===== src/rtl/fft_stage_ctrl_if.sv =====
// Handshake and control bundle between an FFT stage controller and its datapath neighbours.
// No logic or latency: the bundle only carries signals.
// Backpressure travels on in_ready. The stage drops in_ready while it drains its delay line.
interface fft_stage_ctrl_if;
  logic in_valid;
  logic in_ready;
  logic flush;
  logic dl_shift;
  logic bf_sel;
  logic tw_pop;
  logic out_valid;
  logic out_sof;
  logic out_eof;
  logic busy;
  logic err;

  // Upstream source and downstream observer side.
  modport master (
    output in_valid, flush,
    input  in_ready, dl_shift, bf_sel, tw_pop, out_valid, out_sof, out_eof, busy, err
  );

  // Controller side.
  modport slave (
    input  in_valid, flush,
    output in_ready, dl_shift, bf_sel, tw_pop, out_valid, out_sof, out_eof, busy, err
  );
endinterface


===== src/rtl/fft_stage_ctrl.sv =====
// Purpose: sequences one radix-2 SDF FFT stage: it fills and computes half-spans and drains the delay line on flush.
// Latency: outputs are combinational from the state and the current transfer, with no added cycles.
// Backpressure: in_ready is high except during FLUSH. Optional sticky error flag under `FFT_STAGE_CTRL_ERR_EN.
module fft_stage_ctrl #(
  parameter int SET   = 3,
  parameter int STAGE = 0
) (
  input  logic            clk,
  input  logic            rst_n,
  fft_stage_ctrl_if.slave bus
);

  localparam int N   = 2 ** SET;
  localparam int D   = 2 ** (SET - 1 - STAGE);
  localparam int HCW = (D > 1) ? $clog2(D) : 1;
  localparam logic [HCW-1:0] HC_LAST = HCW'(D - 1);
  localparam logic [HCW-1:0] HC_ONE  = (D > 1) ? HCW'(1) : '0;

  typedef enum logic [1:0] {S_IDLE, S_FILL, S_COMPUTE, S_FLUSH} state_t;

  // A one-sample half-span means the first sample already completes the fill half.
  localparam state_t FIRST_HALF = (D > 1) ? S_FILL : S_COMPUTE;

  state_t           state_q, state_d;
  logic [HCW-1:0]   hc_q, hc_d;
  logic [SET-1:0]   fc_q, fc_d;
  logic [SET-1:0]   oc_q, oc_d;
  logic             primed_q, primed_d;

  logic in_ready;
  logic flush_acc;
  logic xfer;
  logic hc_wrap;
  logic diff_out;
  logic out_valid;

  // A flush is honoured only on a frame boundary with differences still pending.
  assign in_ready  = (state_q != S_FLUSH);
  assign flush_acc = bus.flush && (state_q == S_FILL) && (hc_q == '0) && primed_q;
  assign xfer      = bus.in_valid && in_ready && !flush_acc;
  assign hc_wrap   = (hc_q == HC_LAST);

  // Difference outputs (twiddled) come from the FILL of the next half or from the drain.
  assign diff_out  = ((state_q == S_FILL) && primed_q && xfer) || (state_q == S_FLUSH);
  assign out_valid = ((state_q == S_COMPUTE) && xfer) || diff_out;

  assign bus.in_ready  = in_ready;
  assign bus.dl_shift  = xfer || (state_q == S_FLUSH);
  assign bus.bf_sel    = (state_q == S_COMPUTE);
  assign bus.tw_pop    = diff_out;
  assign bus.out_valid = out_valid;
  assign bus.out_sof   = out_valid && (oc_q == '0);
  assign bus.out_eof   = out_valid && (oc_q == '1);
  assign bus.busy      = (state_q != S_IDLE);

  // Next-state logic for the stage sequencer and its counters.
  always_comb begin
    state_d  = state_q;
    hc_d     = hc_q;
    fc_d     = fc_q;
    primed_d = primed_q;
    oc_d     = out_valid ? oc_q + 1'b1 : oc_q;
    case (state_q)
      S_IDLE: begin
        if (xfer) begin
          fc_d    = SET'(1);
          hc_d    = HC_ONE;
          state_d = FIRST_HALF;
        end
      end
      S_FILL: begin
        if (flush_acc) begin
          hc_d    = '0;
          state_d = S_FLUSH;
        end else if (xfer) begin
          fc_d = fc_q + 1'b1;
          if (hc_wrap) begin
            hc_d    = '0;
            state_d = S_COMPUTE;
          end else begin
            hc_d = hc_q + 1'b1;
          end
        end
      end
      S_COMPUTE: begin
        if (xfer) begin
          fc_d = fc_q + 1'b1;
          if (hc_wrap) begin
            hc_d     = '0;
            primed_d = 1'b1;
            state_d  = S_FILL;
          end else begin
            hc_d = hc_q + 1'b1;
          end
        end
      end
      S_FLUSH: begin
        // hc counts drain cycles here; the stream restarts cleanly afterwards.
        if (hc_wrap) begin
          hc_d     = '0;
          fc_d     = '0;
          oc_d     = '0;
          primed_d = 1'b0;
          state_d  = S_IDLE;
        end else begin
          hc_d = hc_q + 1'b1;
        end
      end
      default: state_d = S_IDLE;
    endcase
  end

  // State and counter registers.
  always_ff @(posedge clk or negedge rst_n) begin
    if (!rst_n) begin
      state_q  <= S_IDLE;
      hc_q     <= '0;
      fc_q     <= '0;
      oc_q     <= '0;
      primed_q <= 1'b0;
    end else begin
      state_q  <= state_d;
      hc_q     <= hc_d;
      fc_q     <= fc_d;
      oc_q     <= oc_d;
      primed_q <= primed_d;
    end
  end

`ifdef FFT_STAGE_CTRL_ERR_EN
  logic err_q, err_d;

  // Sticky flag for a flush off the frame boundary or for data offered while draining.
  always_comb begin
    err_d = err_q;
    if ((bus.flush && !flush_acc) || (bus.in_valid && (state_q == S_FLUSH))) err_d = 1'b1;
  end

  // Error flag register.
  always_ff @(posedge clk or negedge rst_n) begin
    if (!rst_n) err_q <= 1'b0;
    else        err_q <= err_d;
  end

  assign bus.err = err_q;
`else
  assign bus.err = 1'b0;
`endif

endmodule


===== src/flat_wrapper.sv =====
// flat-port wrapper written by rule: the top's interface ports become plain ports
module fft_stage_ctrl_flat 
#(
  parameter int SET   = 3,
  parameter int STAGE = 0
)
  (clk, rst_n, bus_in_valid, bus_flush, bus_in_ready, bus_dl_shift, bus_bf_sel, bus_tw_pop, bus_out_valid, bus_out_sof, bus_out_eof, bus_busy, bus_err);
  fft_stage_ctrl_if bus_i ();
  input  logic clk;
  input  logic rst_n;
  input wire logic [$bits(bus_i.in_valid)-1:0] bus_in_valid;
  input wire logic [$bits(bus_i.flush)-1:0] bus_flush;
  output wire logic [$bits(bus_i.in_ready)-1:0] bus_in_ready;
  output wire logic [$bits(bus_i.dl_shift)-1:0] bus_dl_shift;
  output wire logic [$bits(bus_i.bf_sel)-1:0] bus_bf_sel;
  output wire logic [$bits(bus_i.tw_pop)-1:0] bus_tw_pop;
  output wire logic [$bits(bus_i.out_valid)-1:0] bus_out_valid;
  output wire logic [$bits(bus_i.out_sof)-1:0] bus_out_sof;
  output wire logic [$bits(bus_i.out_eof)-1:0] bus_out_eof;
  output wire logic [$bits(bus_i.busy)-1:0] bus_busy;
  output wire logic [$bits(bus_i.err)-1:0] bus_err;
  assign bus_i.in_valid = bus_in_valid;
  assign bus_i.flush = bus_flush;
  assign bus_in_ready = bus_i.in_ready;
  assign bus_dl_shift = bus_i.dl_shift;
  assign bus_bf_sel = bus_i.bf_sel;
  assign bus_tw_pop = bus_i.tw_pop;
  assign bus_out_valid = bus_i.out_valid;
  assign bus_out_sof = bus_i.out_sof;
  assign bus_out_eof = bus_i.out_eof;
  assign bus_busy = bus_i.busy;
  assign bus_err = bus_i.err;
  fft_stage_ctrl #(.SET(SET), .STAGE(STAGE)) u_core (.clk(clk), .rst_n(rst_n), .bus(bus_i));
endmodule

===== config.mk =====
export PLATFORM = sky130hd
export DESIGN_NAME = fft_stage_ctrl_flat
export DESIGN_NICKNAME = d
export VERILOG_FILES = /design/src/rtl/fft_stage_ctrl_if.sv /design/src/rtl/fft_stage_ctrl.sv /design/src/flat_wrapper.sv
export SDC_FILE = /design/constraint.sdc
export NUM_CORES = 1
export LEC_CHECK = 0
export CAP_MARGIN = 5
export CORE_MARGIN = 2
export CORE_UTILIZATION = 39
export CTS_CLUSTER_DIAMETER = 30
export DETAILED_ROUTE_END_ITERATION = 16
export GPL_TIMING_DRIVEN = 0
export PLACE_DENSITY = 0.65
export SETUP_SLACK_MARGIN = 0.1
export SKIP_LAST_GASP = 1
export SLEW_MARGIN = 5
export SYNTH_ARGS = -nofsm -noshare
export SYNTH_HDL_FRONTEND = slang
export SYNTH_SLANG_ARGS = --single-unit

===== constraint.sdc =====
create_clock -name clk -period 1.8 [get_ports clk]
set_input_delay 0.27 -clock clk [delete_from_list [all_inputs] [get_ports clk]]
set_output_delay 0.27 -clock clk [all_outputs]
set_load 0.005 [all_outputs]

Word-level counts from Yosys, hierarchy flattened --
Index checks and enable logic that the tools add are counted.
Storage, ports and cells: memories kept 0, output and inout bits 9, flip-flop bits (word level) 8, bits of input ports 4, memory bits (writable) 0, word-level logic and storage cells 58, bits in latches 0, memory bits (read-only) 0
Cells by class: shift operators 0, $add $sub $neg 2, $mul 0, order comparisons 0, mux-type cells 19, equality and inequality tests 12, divide/modulo/power cells 0, reductions and logical operators 21, bitwise logic cells 0
Operators by type and width (count):
- 2-bit two-way mux | 10
- 2-bit case mux with 4 select lines | 2
- 1-bit logical AND | 10
- 3-bit two-way mux | 3
- 2-bit by 1-bit != test with 1-bit output (second input constant) | 4
- 2-bit equality test (second input constant) | 3
- 3-bit by 1-bit != test with 1-bit output (second input constant) | 2
- 6-bit AND reduction | 1
- 2-bit logical NOT | 2
- 4-bit AND reduction | 1
- 2-bit nonzero test | 2
- 3-bit by 1-bit adder with 3-bit output (second input constant) | 1
- 3-bit equality test (second input constant) | 1
- 3-bit logical NOT | 1
- 1-bit logical OR | 3
- 1-bit two-way mux | 3
- 2-bit by 1-bit adder with 2-bit output (second input constant) | 1
- 2-bit by 1-bit equality test with 1-bit output (second input constant) | 1
- 2-bit != test (second input constant) | 1
- 1-bit case mux with 2 select lines | 1
- 1-bit logical NOT | 1

Depth between registers and ports, before layout --
Gate-level depths: netlist of the first run.
word-level depth 12, depth in mapped cells 6, gate-level depth less buffers 6

Worst setup path before layout of the first run --
No wires, ideal clock.
kind register to output, start point register u_core.hc_q[0], end point output port bus_out_eof, setup slack 0.256 ns, data required time 1.530 ns, arrival time 1.274 ns, path buffers 0, stages on the path, launching flop included 7, path through dfrtp_1 > inv_1 > ha_1 > a21boi_2 > a21oi_1 > nor2_1 > and2_1
On the way: cells in the longest elaborated chain, start to end 9
Ends and longest elaborated chain:
- from (decl) | RTL line fft_stage_ctrl.sv:25 | logic [HCW-1:0] hc_q, hc_d;
- from (signal assigned) | RTL line fft_stage_ctrl.sv:117 | hc_q <= '0;
- from (signal assigned) | RTL line fft_stage_ctrl.sv:123 | hc_q <= hc_d;
- 2-bit logical NOT * | RTL line fft_stage_ctrl.sv:39 | assign flush_acc = bus.flush && (state_q == S_FILL) && (hc_q == '0) && primed_q;
- 1-bit logical AND * (2 in series) | RTL line fft_stage_ctrl.sv:39
- 1-bit logical NOT * | RTL line fft_stage_ctrl.sv:40 | assign xfer = bus.in_valid && in_ready && !flush_acc;
- 1-bit logical AND * | RTL line fft_stage_ctrl.sv:40
- 1-bit logical AND | RTL line fft_stage_ctrl.sv:44 | assign diff_out = ((state_q == S_FILL) && primed_q && xfer) || (state_q == S_FLUSH);
- 1-bit logical OR | RTL line fft_stage_ctrl.sv:44
- 1-bit logical OR * | RTL line fft_stage_ctrl.sv:45 | assign out_valid = ((state_q == S_COMPUTE) && xfer) || diff_out;
- net bus_out_valid | RTL line flat_wrapper.sv:17 | output wire logic [$bits(bus_i.out_valid)-1:0] bus_out_valid;
- 1-bit logical AND * | RTL line fft_stage_ctrl.sv:53 | assign bus.out_eof = out_valid && (oc_q == '1);
- to (decl) | RTL line flat_wrapper.sv:19 | output wire logic [$bits(bus_i.out_eof)-1:0] bus_out_eof;
The timed path passes the listed nets; every way through them passes the cells marked *.

Worst setup path in the final report of the first run --
start point register u_core.hc_q[0], end point output port bus_out_sof
On the way: cells in the longest elaborated chain, start to end 9
Ends and longest elaborated chain:
- 2-bit logical NOT * | RTL line fft_stage_ctrl.sv:39
- 1-bit logical AND * (2 in series) | RTL line fft_stage_ctrl.sv:39
- 1-bit logical NOT * | RTL line fft_stage_ctrl.sv:40
- 1-bit logical AND * | RTL line fft_stage_ctrl.sv:40
- 1-bit logical AND | RTL line fft_stage_ctrl.sv:44
- 1-bit logical OR | RTL line fft_stage_ctrl.sv:44
- 1-bit logical OR * | RTL line fft_stage_ctrl.sv:45
- 1-bit logical AND * | RTL line fft_stage_ctrl.sv:52 | assign bus.out_sof = out_valid && (oc_q == '0);
- to (decl) | RTL line flat_wrapper.sv:18 | output wire logic [$bits(bus_i.out_sof)-1:0] bus_out_sof;
Mark *: on every way between the ends. The rest lies on a longest branch, timed or not.

==> flow_metrics.tcl, run 1 <==
set metrics [dict create \
    max-vdd-ir-drop_uv 818 \
    cts_made_buffers 3 \
    row_count 14 \
    synth_top_area_cell "dfrtp_1" \
    synth_top_area_share_pct 33.5 \
    p_int_mw 0.997 \
    grt_util_met1_pct 25.1 \
    drv_cap 0 \
    clk_latency_ns 0.27 \
    rsz0062_at_grt "true" \
    grt_busiest_layer "met2" \
    wl_per_cell_um 14.7 \
    critPathLaunchType "register" \
    crit_path_max_fanout 3 \
    synthToLayoutAreaGrowth_pct 51.0 \
    ant_nets 0 \
    final_cells 117 \
    coreArea_mm2 0.00147 \
    root_buffer "clkbuf_4" \
    drtPass1Iterations 4 \
    cp_slowest_stage_delay_ns 0.37 \
    crit_type "reg -> out" \
    grtUsageMet2_pct 32.8 \
    ys_seq_area_share_pct 33.5 \
    path_cells "inv_2 > ha_4 > a21boi_2 > a21oi_2 > buf_4 > nor4b_2 > buf_2" \
    yosys_register_bits 8 \
    synth_area_leaders "dfrtp_1 (33%), ha_1 (10%), a21oi_1 (5.9%)" \
    critPathBufInv 3 \
    mostFrequentLayoutCells "buf_4 (17), nand2_1 (8), dfrtp_1 (6)" \
    layout_commonest_cell "buf_4" \
    cpMaxStageDelayCell "dfrtp_1" \
    cts_hold_buf 0 \
    cp.arrival_ns 1.65 \
    die_w_um 43.2 \
    synthArstFlopShare_pct 100 \
    required_ns 1.53 \
    fmax_ghz 0.521 \
    boundaryPins 13 \
    port_buffers 11 \
    cts_max_path_buffers 2 \
    antenna_found_initial 0 \
    finalCritPeriodShare_pct 107 \
    cts_tree "built" \
    seqCellArea_um2 203 \
    hpwl_mm 1.00 \
    final_max_slew_viol_count 0 \
    num-fill-cells 126 \
    yosysWarnings 0 \
    clock_skew_ns 0.00185 \
    die_height_um 43.2 \
    drt_iter0_drc 26 \
    r2r-end "u_core.oc_q[2]$_DFF_PN0_" \
    run_status "finished with violations" \
    reg2reg_depth 6 \
    endpoint_kind "output pin" \
    setup_ws_ns -0.119 \
    yosys.cell_types.count 25 \
    grt_overflow_total 0 \
    fin_setup_tns_ns -0.154 \
    grt_max_degree 10 \
    dieArea_mm2 0.00186 \
    clock_sinks 8 \
    synth_edf_count 0 \
    track_usage_pct 21.1 \
    grt_first_pass_wirelength_mm 2.79 \
    setup_violations 2 \
    p_leak_nw 0.441 \
    gp_congestion 0.810 \
    pwr-share-seq_pct 22.2 \
    h-tree-depth 1 \
    drive_gt1_share_pct 41.6 \
    multi_input_area_um2 383 \
    period_needed_ns 1.92 \
    final_nets 112 \
    pwr-share-clk_pct 8.8 \
    dp_cells 98 \
    p_sw_mw 0.716 \
    ys.flop_type "dfrtp_1" \
    reg2reg_slack_ns 0.22 \
    powerDensity_mw_per_mm2 1900 \
    violations "setup timing" \
    use_met3_pct 3.83 \
    syn-num-nets 80 \
    pwr-share-comb_pct 69.1 \
    start_util_pct 40.6 \
    grt_pass1_vias 613 \
    syn_area_per_cell_um2 8.42 \
    clk_pin_slew_ns 0.06 \
    post-place-ws_ns -0.442 \
    synth_area_um2 598 \
    worstHoldPathType "in -> async" \
    wirelength_mm 1.72 \
    num_vias 660 \
    finalHoldViolations 0 \
    via_per_inst 5.64 \
    insertedDiodeCount 0 \
    final_util_pct 61.4 \
    switching_share_pct 41.8 \
    critical-path-top-delay-family "flip-flops" \
    syn_inst 71 \
    drc 0 \
    worstReg2RegStart "u_core.hc_q[0]$_DFFE_PN0N_" \
]
-- per-stage QoR --
stage / area [µm²] / hold WS (ns) / power (mW)
global route: 903 / 0.335 / 1.84
floorplan: 598 / -0.0256 / 0.939
finish: 903 / 0.307 / 1.71
global placement: 728 / 0.472 / 1.21
CTS: 888 / 0.313 / 1.64
detailed placement: 728 / 0.477 / 1.23
-- registers in the layout, summed over array words and instances (netlist names) --
signal           flops
u_core.oc_q          3
u_core.state_q       2
u_core.primed_q      1
u_core.hc_q          2
-- layer usage --
metal  part of all wire (%)  vias up  wire length, µm
met2                     44       30              750
met1                     46      308              791
met4                    3.8        0               66
li1                       -      316                -
met3                    6.3        6              109
met5                      0        -                0
-- repair_timing --
action | CTS | global route
setup endpoints to repair | 8 | 5
pin swaps | 5 | 1
resized for setup | 37 | 0
setup buffers | 15 | 2
-- worst max-delay path by stage --
stage	to	cells after the start	start	slack (ns)
after floorplan	bus_out_eof	6	u_core.hc_q[0]$_DFFE_PN0N_	0.26
after global placement	bus_out_sof	5	bus_flush	-0.45
after detailed placement	bus_out_sof	5	bus_flush	-0.44
after CTS	bus_out_sof	7	u_core.hc_q[0]$_DFFE_PN0N_	-0.08
after global routing	bus_out_sof	7	u_core.hc_q[1]$_DFFE_PN0N_	-0.16
final	bus_out_sof	7	u_core.hc_q[0]$_DFFE_PN0N_	-0.12
-- cells by family after synthesis --
group	count (synthesis)	synth area share [%]
xor+xnor	1	1.46
fa+ha+maj	5	10.5
simple gates	26	22.6
other cells	1	0.627
compound gates	19	22.6
flops	8	33.5
buf+inv	11	8.79
-- final cells by class --
cell class | count | share of cell area [%]
Tap cell | 16 | 2.22
Clock buffer | 3 | 2.49
Sequential cell | 8 | 22.4
Inverter | 6 | 2.49
Buffer | 5 | 5.26
Timing Repair Buffer | 27 | 22.7
Multi-Input combinational cell | 52 | 42.4
-- power groups by stage --
stage	combinational, mW	sequential [mW]	clock, mW
2_1_floorplan	0.589	0.350	0
4_1_cts	1.11	0.370	0.155
3_3_place_gp	0.841	0.373	0
3_5_place_dp	0.851	0.375	0
6_report	1.18	0.380	0.150
5_1_grt	1.29	0.391	0.160
-- cell usage after synthesis, drive strengths merged (3+ instances only) --
cell type	n
ha	5
nand4	4
a21oi	7
buf	3
nor2	4
dfrtp	8
a31oi	5
inv	6
nand2	9
(Power assumes the default switching activity.)
==> run 2: changes to the inputs <==
Settings changed: GPL_TIMING_DRIVEN 0 to default.
==> run 2 against run 1 <==
  * The flow still finishes with violations (setup timing)
  * Clock power barely moved
  * First-iteration DRC count fell by 7.7%
  * Register-to-register slack worse by 0.04 ns
  * Critical path type unchanged
==> flow_metrics.tcl, run 2 (synthesis gave the netlist of run 1 again) <==
set metrics [dict create \
    grt_overflow_total 0 \
    die_height_um 43.2 \
    cts_made_buffers 3 \
    reg2reg_depth 9 \
    reg_top3 "u_core.oc_q (3), u_core.hc_q (2), u_core.state_q (2)" \
    max_flop_register "u_core.oc_q" \
    p_sw_mw 0.753 \
    post-place-ws_ns -0.307 \
    crit_path_max_fanout 2 \
    num_vias 675 \
    setup_ws_ns -0.0713 \
    finalCritPeriodShare_pct 104 \
    final_cells 120 \
    gp_congestion 0.869 \
    clk_latency_ns 0.27 \
    drv_cap 0 \
    pwr-share-comb_pct 71.7 \
    drtPass1Iterations 4 \
    layout_commonest_cell "buf_4" \
    mostFrequentLayoutCells "buf_4 (22), nand2_1 (8), dfrtp_1 (8)" \
    crit_type "reg -> out" \
    track_usage_pct 20.9 \
    grt_max_degree 13 \
    wirelength_mm 1.80 \
    coreArea_mm2 0.00147 \
    insertedDiodeCount 0 \
    powerDensity_mw_per_mm2 1940 \
    worstHoldPathType "in -> async" \
    start_util_pct 40.6 \
    setup_violations 1 \
    pwr-share-seq_pct 20.1 \
    clk_pin_slew_ns 0.06 \
    dp_cells 108 \
    rsz0062_at_grt "true" \
    final_util_pct 63.7 \
    synthToLayoutAreaGrowth_pct 56.7 \
    ant_nets 0 \
    clock_sinks 8 \
    cts_max_path_buffers 2 \
    p_int_mw 1.07 \
    cp.arrival_ns 1.60 \
    drive_gt1_share_pct 43.3 \
    final_max_slew_viol_count 0 \
    p_leak_nw 0.468 \
    fin_setup_tns_ns -0.0713 \
    cts_tree "built" \
    dieArea_mm2 0.00186 \
    period_needed_ns 1.87 \
    max-vdd-ir-drop_uv 729 \
    clock_skew_ns 0.00461 \
    run_status "finished with violations" \
    h-tree-depth 1 \
    hpwl_mm 1.13 \
    row_count 14 \
    drc 0 \
    critPathLaunchType "register" \
    port_buffers 11 \
    drt_iter0_drc 24 \
    fmax_ghz 0.534 \
    pwr-share-clk_pct 8.3 \
    finalHoldViolations 0 \
    wl_per_cell_um 15.0 \
    required_ns 1.53 \
    endpoint_kind "output pin" \
    final_nets 115 \
    switching_share_pct 41.4 \
    largest_register_ff_count 3 \
    boundaryPins 13 \
    die_w_um 43.2 \
    via_per_inst 5.63 \
    violations "setup timing" \
    root_buffer "clkbuf_4" \
    grt_pass1_vias 671 \
    antenna_found_initial 0 \
    grt_first_pass_wirelength_mm 2.83 \
    power_mw 1.82 \
]
-- run 2: cell types whose count changed in the layout (fill, tap and decap cells not counted), sizes merged --
| cell | previous run | this run |
|---|---|---|
| dlygate4sd2 | 4 | 2 |
| buf | 23 | 28 |
| dlymetal6s2s | 0 | 1 |
| clkbuf | 5 | 4 |
-- run 2: path summary, 6_finish.rpt --
| path | start | end | slack, ns |
|---|---|---|---|
| max reg2reg | u_core.hc_q[0]$_DFFE_PN0N_ | u_core.hc_q[0]$_DFFE_PN0N_ | 0.18 |
| max | u_core.hc_q[0]$_DFFE_PN0N_ | bus_out_sof | -0.07 |
| min | rst_n | u_core.primed_q$_DFFE_PN0P_ | 0.30 |
| min in group clk | u_core.oc_q[0]$_DFF_PN0_ | u_core.oc_q[0]$_DFF_PN0_ | 0.49 |
| max in group asynchronous | rst_n | u_core.state_q[1]$_DFFE_PN0P_ | 1.22 |
| min reg2reg | u_core.oc_q[0]$_DFF_PN0_ | u_core.oc_q[0]$_DFF_PN0_ | 0.49 |
-- run 2: area by class of cell --
cell class	instances	area, µm²
multi-input cells	52	399
clock buffers	3	22.5
fillers	127	534
inverters	6	22.5
flip-flops and latches	8	200
well taps	16	20.0
repair buffers	35	273
-- run 2: per-stage QoR --
step	hold WS, ns	instance area, µm²
finish	0.295	937
floorplan	-0.0256	598
detailed placement	0.488	811
global placement	0.481	811
CTS	0.309	905
global route	0.349	937
-- run 2: power by group through the flow --
stage / Clock [mW] / Combinational [mW] / Sequential [mW]
floorplan: 0 / 0.589 / 0.350
global placement: 0 / 1.03 / 0.355
detailed placement: 0 / 1.04 / 0.357
CTS: 0.150 / 1.20 / 0.353
global route: 0.152 / 1.42 / 0.370
finish: 0.150 / 1.31 / 0.365
-- run 2: timing repair --
action,CTS,global route
buffers inserted,9,2
hold buffers,0,0
endpoints found under the setup margin,8,7
gates resized for setup,29,7
pin swaps,7,2
hold endpoints to repair,0,0
gates cloned,0,0
-- run 2: metal layers --
layer	routed length [µm]	up-vias	share of wire (%)	track usage, %
li1	-	319	-	-
met4	40	0	2.2	10.9
met5	0	-	0	0
met3	71	4	3.9	2.55
met2	908	24	51	35.8
met1	777	328	43	24.9
-- run 2: critical path, cell delays in order, from the launching register on --
cell and delay [ns]:
dfrtp_1 0.37, inv_2 0.06, ha_4 0.17, a21boi_4 0.14
a21oi_2 0.08, buf_4 0.15, nor4b_4 0.23, buf_2 0.15
==> run 3: changes to the inputs <==
Settings changed: CORE_UTILIZATION 39 to 30, PLACE_DENSITY 0.65 to 0.53.
Clock period 1.8 ns to 2.2 ns, I/O delays scaled along.
==> run 3 against run 2 <==
  * The flow now finishes without violations
  * Sequential share of layout area is 2.4 points higher
  * Flip-flop and latch count stayed put
  * Worst setup slack better by 0.31 ns
  * Die area is 27% higher
  * Utilization is 20 points lower
  * Wire length is 18% lower
  * Clock power is 23% lower
  * Global-route usage is 6.7 points lower
  * Register-to-register slack better by 0.51 ns
  * Cell area is 10% lower
  * Largest cell class unchanged
==> flow_metrics.tcl, run 3 (synthesis gave the netlist of run 1 again) <==
set metrics [dict create \
    run_status "finished, final reports clean" \
    grt_first_pass_wirelength_mm 2.55 \
    required_ns 1.87 \
    largest_register_ff_count 3 \
    drc 0 \
    cp.arrival_ns 1.63 \
    num_vias 609 \
    die_height_um 48.7 \
    endpoint_kind "output pin" \
    crit_type "in -> out" \
    whs_ns 0.364 \
    clock_sinks 8 \
    period_needed_ns 1.96 \
    layout_commonest_cell "buf_4" \
    final_nets 104 \
    grt_overflow_total 0 \
    max_flop_register "u_core.oc_q" \
    root_buffer "clkbuf_4" \
    rsz0062_at_grt "false" \
    setup_ws_ns 0.235 \
    grt_pass1_vias 577 \
    die_w_um 48.7 \
    reg2reg_slack_ns 0.69 \
    worstReg2RegStart "u_core.hc_q[0]$_DFFE_PN0N_" \
    mostFrequentLayoutCells "buf_4 (13), nand2_1 (8), dfrtp_1 (8)" \
    wl_per_cell_um 12.3 \
    r2r-end "u_core.oc_q[0]$_DFF_PN0_" \
    reg2reg_depth 9 \
    drive_gt1_share_pct 28.0 \
    antenna_found_initial 0 \
    coreArea_mm2 0.00192 \
    worstHoldPathType "in -> async" \
    critPathLaunchType "input pin" \
    fmax_ghz 0.509 \
    post-place-ws_ns -0.0455 \
    drt_iter0_drc 18 \
    h-tree-depth 1 \
    p_leak_nw 0.412 \
    final_max_slew_viol_count 0 \
    clock_skew_ns 0.00489 \
    clk_pin_slew_ns 0.06 \
    wirelength_mm 1.47 \
    cts_tree "built" \
    clk_latency_ns 0.25 \
    setup_violations 0 \
    hpwl_mm 1.04 \
    synthToLayoutAreaGrowth_pct 40.8 \
    cts_max_path_buffers 2 \
    power_mw 1.27 \
    powerDensity_mw_per_mm2 1510 \
    finalHoldViolations 0 \
    reg_top3 "u_core.oc_q (3), u_core.hc_q (2), u_core.state_q (2)" \
    boundaryPins 13 \
    max-vdd-ir-drop_uv 452 \
    drv_cap 0 \
    drtPass1Iterations 4 \
    fin_setup_tns_ns 0 \
    gp_congestion 0.686 \
    insertedDiodeCount 0 \
    grt_max_degree 12 \
    via_per_inst 5.08 \
    finalCritPeriodShare_pct 89.3 \
    start_util_pct 31.1 \
    final_util_pct 43.8 \
    crit_path_max_fanout 11 \
    row_count 16 \
    port_buffers 11 \
    cts_made_buffers 3 \
    track_usage_pct 14.2 \
    ant_nets 0 \
    dieArea_mm2 0.00237 \
    cts_hold_buf 0 \
]
==> run 3: worst max-delay path: stages <==
cell             delay (ns)
clkdlybuf4s50_1        0.49
buf_4                  0.18
nand2_1                0.06
nand2_1                0.08
clkdlybuf4s50_1        0.49
==> run 3: per-layer routing <==
layer / routed length, µm / track usage, % / vias up
li1: - / - / 299
met1: 608 / 15.8 / 281
met2: 766 / 23.3 / 27
met3: 74 / 2.78 / 2
met4: 25 / 11.4 / 0
met5: 0 / 0 / -
==> run 3: power breakdown <==
group | leakage [nW] | internal, mW | switching, mW
clock network | 0.0138 | 0.0626 | 0.0520
registers | 0.0942 | 0.227 | 0.0890
logic | 0.304 | 0.463 | 0.376
==> run 3: layout make-up <==
cell class,count,area [µm²]
fill,198,1080
sequential,8,200
multi-input combinational,52,360
tap,27,33.8
timing repair buffer,24,203
inverter,6,22.5
clock buffer,3,22.5
==> run 3: how the worst max path moves through the flow <==
stage                                from      endpoint  slack [ns]  cells past startpoint
2_1_floorplan  u_core.hc_q[0]$_DFFE_PN0N_   bus_out_eof        0.60                      6
3_3_place_gp                    bus_flush   bus_out_sof       -0.04                      5
3_5_place_dp                    bus_flush   bus_out_sof       -0.05                      5
4_1_cts        u_core.hc_q[0]$_DFFE_PN0N_   bus_out_sof         0.1                      7
5_1_grt        u_core.hc_q[0]$_DFFE_PN0N_   bus_out_sof        0.10                      7
6_report                     bus_in_valid  bus_dl_shift        0.24                      5
==> run 3: stage by stage <==
| stage | cell area [µm²] | std cells |
|---|---|---|
| CTS | 827 | 119 |
| detailed placement | 772 | 112 |
| global placement | 772 | 112 |
| floorplan | 598 | 71 |
| global route | 842 | 120 |
| finish | 842 | 120 |
==> run 3: what timing repair did <==
action | 4_1_cts | 5_1_grt
resized for setup | 5 | 5
pin swaps | 5 | 1
endpoints found under the setup margin | 4 | 2
setup buffers | 4 | 1
